### config.mk
export PLATFORM = sky130hd
export DESIGN_NAME = counter
export DESIGN_NICKNAME = d
export VERILOG_FILES = /design/src/rtl/counter.sv
export SDC_FILE = /design/constraint.sdc
export NUM_CORES = 1
export LEC_CHECK = 0
export BUFFER_PORTS_ARGS = -buffer_cell sky130_fd_sc_hd__buf_2
export CORE_AREA = 10 10 47 49
export CTS_CLUSTER_DIAMETER = 60
export DETAILED_ROUTE_END_ITERATION = 10
export DIE_AREA = 0 0 57 59
export PLACE_DENSITY_LB_ADDON = 0.2
export SYNTH_ARGS = -nofsm -noshare
export SYNTH_HDL_FRONTEND = slang
export SYNTH_SLANG_ARGS = --single-unit
### constraint.sdc
create_clock -name clk -period 1.5 [get_ports clk]
set_clock_uncertainty 0.05 [all_clocks]
set_input_delay 0.15 -clock clk [delete_from_list [all_inputs] [get_ports clk]]
set_output_delay 0.15 -clock clk [all_outputs]
set_load 0.05 [all_outputs]
### src/rtl/counter.sv
// counter: free-running up/down counter with programmable terminal value and wrap pulse
module counter #(
    parameter int              WIDTH       = 4,
    parameter longint unsigned MAX_VALUE   = (64'd1 << WIDTH) - 64'd1,
    parameter bit              COUNT_UP    = 1'b1,
    parameter longint unsigned RESET_VALUE = 64'd0
) (
    input  logic             clk,
    input  logic             reset,
    output logic [WIDTH-1:0] count,
    output logic             wrap
);
    localparam logic [WIDTH-1:0] MAX = MAX_VALUE[WIDTH-1:0];
    localparam logic [WIDTH-1:0] RST = RESET_VALUE[WIDTH-1:0];
    if (WIDTH < 1 || WIDTH > 32 || MAX_VALUE == 0 || MAX_VALUE > (64'd1 << WIDTH) - 64'd1 ||
        RESET_VALUE > MAX_VALUE) begin : g_param_check
        $error("counter: illegal WIDTH/MAX_VALUE/RESET_VALUE combination");
    end
    logic [WIDTH-1:0] count_q = RST;
    logic             wrap_q  = 1'b0;
    logic [WIDTH:0]   step;
    logic             term;
    logic [WIDTH-1:0] nxt;
    // one step in the count direction; a down-count from 0 borrows into the top bit
    // so 0 and any out-of-range value both compare as terminal
    always_comb begin
        step = COUNT_UP ? {1'b0, count_q} + 1'b1 : {1'b0, count_q} - 1'b1;
        term = COUNT_UP ? (step > {1'b0, MAX}) : (step >= {1'b0, MAX});
        nxt  = term ? (COUNT_UP ? '0 : MAX) : step[WIDTH-1:0];
    end
    // synchronous active-low reset overrides counting and suppresses the wrap pulse
    always_ff @(posedge clk) begin
        if (!reset) begin
            count_q <= RST;
            wrap_q  <= 1'b0;
        end else begin
            count_q <= nxt;
            wrap_q  <= term;
        end
    end
    assign count = count_q;
    assign wrap  = wrap_q;
endmodule

==> impl_metrics.tcl, run 1 <==
set metrics [dict create \
    min_from "reset" \
    status "completed" \
    wl_um 470 \
    leakage_nw 0.133 \
    slew_headroom 0.744 \
    antenna_found_initial 0 \
    ant_nets 0 \
    grt_pass1_wl_um 807 \
    grt.overflow.total 0 \
    drc_errors 0 \
    required_ps 1630 \
    coreArea_um2 1400 \
    clockRootBuffer "clkbuf_4" \
    crit_chain "inv_1 > ha_1 > nor4_4 > o21a_1" \
    cp_top_family "flip-flops" \
    final_util 0.220 \
    drtPass1Iterations 1 \
    postCtsSetupBuffers 0 \
    synth_cell_type_count 12 \
    use_met1 0.0358 \
    final_common_cell "buf_2" \
    port_buffers 6 \
    wire_per_inst_um 10.0 \
    syn_area_per_cell_um2 10.4 \
    viasPerCell 3.81 \
    worstRegToRegCells 4 \
    dieArea_um2 3360 \
    cts_tree "done" \
    layout.nets 36 \
    tightest_slew_ps 381 \
    worstSkewPairLatency_ps 240 \
    post-route-period-util 0.931 \
    gp_congestion 0.726 \
    cap_violations 0 \
    synth_area_leaders "dfxtp_1 (46%), ha_1 (11%), nor3_1 (9.2%)" \
    drive_above_1_share 0.419 \
    startpoint "count[0]$_SDFF_PP0_" \
    holdCritPathClass "primary input to flop" \
    total_power_uw 365 \
    ys_seq_area_frac 0.460 \
    grt_pass1_vias 195 \
    fill_cells 162 \
    htree_levels 1 \
    crit_buf_inv 1 \
    synth_fp_nets 25 \
    ys_warn_count 0 \
    max_freq_mhz 716 \
    r2r_setup_slack_ps 100 \
    cts.hold.buffers_added 0 \
    yosysTopAreaCell "dfxtp_1" \
    fin_crit_ps 1400 \
    ctsResizeCount 0 \
    grt_use_total 0.0329 \
    ys_ff_latch 5 \
    die_x_um 57 \
    final_hold_viol_count 0 \
    syn2layout_area_growth_pct 41.4 \
    grt_start_max_net_pins 8 \
    whs_path_depth 2 \
    final.setup.tns_ps 0 \
    crit_arrival_ps 1530 \
    use_met2 0.0357 \
    irDropWorstVdd_mv 0.340 \
    power.density_nw_per_um2 1190 \
    slew_violations 0 \
    start_kind "flop" \
    synth_top_area_frac 0.460 \
    antenna_cells_inserted 0 \
    multi_input_area_um2 123 \
    rr_endpoint "wrap$_SDFF_PN0_" \
    grt.busiest_layer "met4" \
    holdPathEnd "wrap$_SDFF_PN0_" \
    worstReg2RegStart "count[0]$_SDFF_PP0_" \
    seq_area_um2 105 \
    finalSetupViolCount 0 \
    cts.sinks 5 \
    synthCells 21 \
    met3_usage 0.0236 \
    num_rows 14 \
    clock_path_buffers 2 \
    end_kind "flop" \
    die-height_um 59 \
    critPathMaxStageDelay_ps 380 \
    io_pins 7 \
    vias 179 \
    worstPathMaxFanout 7 \
    cpMaxStageDelayCell "dfxtp_4" \
    path_class "flop to flop" \
    drt-initial-drc-count 0 \
    path_clk_slew_ps 40 \
    final_cell_mix "buf_2 (6), nor3_1 (4), clkbuf_4 (3), dfxtp_1 (3)" \
    cts_buffers 3 \
    start_util 0.155 \
    synth_area_um2 218 \
    rsz0062_at_grt "false" \
]
[cell families after synthesis]
group | share of synthesized area
compound gates | 0.0345
xor+xnor | 0.0805
fa+ha+maj | 0.115
buf+inv | 0.0172
flops | 0.460
simple gates | 0.293
[registers in the layout, indices dropped and copies added (netlist names)]
| register | flops |
|---|---|
| count | 4 |
| wrap | 1 |
[how the worst max path moves through the flow]
stage,cells after the start,slack [ps],end
floorplan,4,40,wrap$_SDFF_PN0_
global placement,4,100,wrap$_SDFF_PN0_
detailed placement,4,70,wrap$_SDFF_PN0_
CTS,4,50,count[1]$_SDFF_PP0_
global route,4,30,count[1]$_SDFF_PP0_
finish,4,100,wrap$_SDFF_PN0_
[final cells by class]
cell class | count | area share
Sequential cell | 5 | 0.341
Inverter | 1 | 0.0122
Tap cell | 16 | 0.0650
Clock buffer | 4 | 0.0854
Timing Repair Buffer | 6 | 0.0976
Multi-Input combinational cell | 15 | 0.398
[routing by layer]
layer	part of all wire	routed length [um]
met5	0	0
met1	0.49	230
met4	0	0
met3	0.11	50
met2	0.40	189
[metrics by stage]
stage          cell area, um^2  worst slack [ps]  hold slack [ps]  instances
6_report                   308               103             78.6         47
5_1_grt                    308              25.8             80.8         47
4_1_cts                    299              47.2             68.7         47
3_5_place_dp               273              65.1              325         43
3_3_place_gp               273              97.9              326         43
2_1_floorplan              223              37.4              217         21
[cell usage after synthesis]
cell      instances
nand2b_1          2
nor3_1            4
ha_1              2
nand3_1           1
nor4_2            1
and3_2            1
inv_1             1
xor2_1            1
o21a_1            1
nor4_1            1
dfxtp_1           5
xnor2_1           1
[where the power goes]
part           internal (mW)  switching, mW  total (mW)
sequential             0.141         0.0101       0.151
combinational         0.0176         0.0445      0.0622
clock                  0.100         0.0511       0.151
total                  0.259          0.106       0.365
(Power assumes the default switching activity.)
==> inputs of run 2 (changes only) <==
--- a/config.mk
+++ b/config.mk
@@ -7,6 +7,7 @@
 export LEC_CHECK = 0
 export BUFFER_PORTS_ARGS = -buffer_cell sky130_fd_sc_hd__buf_2
 export CORE_AREA = 10 10 47 49
+export CTS_BUF_LIST = sky130_fd_sc_hd__clkbuf_16
 export CTS_CLUSTER_DIAMETER = 60
 export DETAILED_ROUTE_END_ITERATION = 10
 export DIE_AREA = 0 0 57 59
==> impl_metrics.tcl, run 2 (synthesis results as in run 1) <==
set metrics [dict create \
    cap_violations 0 \
    drtPass1Iterations 1 \
    start_kind "flop" \
    placed_cell_area_um2 273 \
    largest_reg_flops 4 \
    use_met2 0.0357 \
    met3_usage 0.0236 \
    post-route-period-util 0.931 \
    syn2layout_area_growth_pct 65.5 \
    final_hold_viol_count 0 \
    io_pins 7 \
    required_ps 1620 \
    wire_per_inst_um 10.2 \
    antenna_found_initial 0 \
    final_cell_mix "buf_2 (6), nor3_1 (4), clkbuf_16 (3), dfxtp_1 (3)" \
    layout.nets 36 \
    rsz0062_at_grt "false" \
    fin_area_um2 360 \
    crit_chain "inv_1 > ha_1 > nor4_4 > o21a_1" \
    grt_use_total 0.0333 \
    drc_errors 0 \
    status "completed" \
    tightest_slew_ps 381 \
    dp_slack_ps 65.1 \
    final_common_cell "buf_2" \
    cp_top_family "flip-flops" \
    use_met1 0.0370 \
    start_util 0.155 \
    grt_start_max_net_pins 8 \
    slew_violations 0 \
    irDropWorstVdd_mv 0.535 \
    cts_tree "done" \
    cts_buffers 3 \
    cpMaxStageDelayCell "dfxtp_4" \
    holdCritPathClass "primary input to flop" \
    worstPathMaxFanout 7 \
    wl_um 480 \
    dieArea_um2 3360 \
    htree_levels 1 \
    end_kind "flop" \
    ant_nets 0 \
    worstSkewPairLatency_ps 220 \
    port_buffers 6 \
    leakage_nw 0.161 \
    antenna_cells_inserted 0 \
    cts.sinks 5 \
    final.setup.tns_ps 0 \
    gp_congestion 0.726 \
    clockRootBuffer "clkbuf_16" \
    placed_cells 43 \
    die_x_um 57 \
    clock_path_buffers 2 \
    critPathMaxStageDelay_ps 380 \
    postCtsSetupBuffers 0 \
    vias 176 \
    grt.overflow.total 0 \
    crit_buf_inv 1 \
    slew_headroom 0.744 \
    num_rows 14 \
    final_cells 47 \
    coreArea_um2 1400 \
    power.density_nw_per_um2 1770 \
    path_class "flop to flop" \
    fill_cells 154 \
    grt.busiest_layer "met4" \
    path_clk_slew_ps 30 \
    die-height_um 59 \
    max_freq_mhz 716 \
    finalSetupViolCount 0 \
    grt_pass1_vias 197 \
    grt_pass1_wl_um 821 \
    hold_ws_ps 94.5 \
    crit_arrival_ps 1510 \
    viasPerCell 3.74 \
    cts.hold.buffers_added 0 \
    fin_crit_ps 1400 \
    setup_slack_ps 104 \
    drt-initial-drc-count 0 \
    drive_above_1_share 0.419 \
]
-- run 2: cell count changes in the layout (fill, tap and decap cells not counted), sizes merged --
cell,previous run,this run
clkbuf,4,3
inv,1,2
-- run 2: path summary, 6_finish.rpt --
check                      start  depth (start not counted)             endpoint  slack (ps)
max reg2reg  count[0]$_SDFF_PP0_                          4      wrap$_SDFF_PN0_         100
min                        reset                          2      wrap$_SDFF_PN0_          90
max          count[0]$_SDFF_PP0_                          4      wrap$_SDFF_PN0_         100
min reg2reg  count[0]$_SDFF_PP0_                          1  count[0]$_SDFF_PP0_         440
-- run 2: per-layer routing --
layer	wire, um	vias up	share of wire
met1	245	76	0.51
met5	0	-	0
li1	-	94	-
met2	185	6	0.39
met3	49	0	0.10
met4	0	0	0
-- run 2: what timing repair did --
action,in CTS,in global routing
setup endpoints to repair,0,4
gates resized for setup,0,1
endpoints found under the hold margin,0,0
-- run 2: cell type report --
type	instances	area [um^2]	share of cell area
multi-input cells	15	123	0.340
flip-flops and latches	5	105	0.292
clock buffers	3	75.1	0.208
repair buffers	6	30.0	0.0833
well taps	16	20.0	0.0556
clock inverters	1	3.75	0.0104
inverters	1	3.75	0.0104
-- run 2: worst register-to-register path, delay by kind of cell, from the launching register on --
kind | cells | cell delay (ps)
flops | 1 | 380
fa+ha+maj | 1 | 340
buf+inv | 1 | 50
compound gates | 1 | 170
simple gates | 1 | 350
-- run 2: metrics by stage --
| stage | total power, mW | util |
|---|---|---|
| after detailed placement | 0.212 | 0.195 |
| after CTS | 0.644 | 0.251 |
| after floorplan | 0.198 | - |
| after global routing | 0.664 | 0.257 |
| after global placement | 0.212 | 0.195 |
| final | 0.636 | 0.257 |
-- run 2: where the power goes --
part | internal (mW) | leakage [nW] | switching (mW)
registers | 0.142 | 0.0417 | 0.0104
logic | 0.0177 | 0.0765 | 0.0447
clock network | 0.344 | 0.0423 | 0.0774
total | 0.504 | 0.161 | 0.132
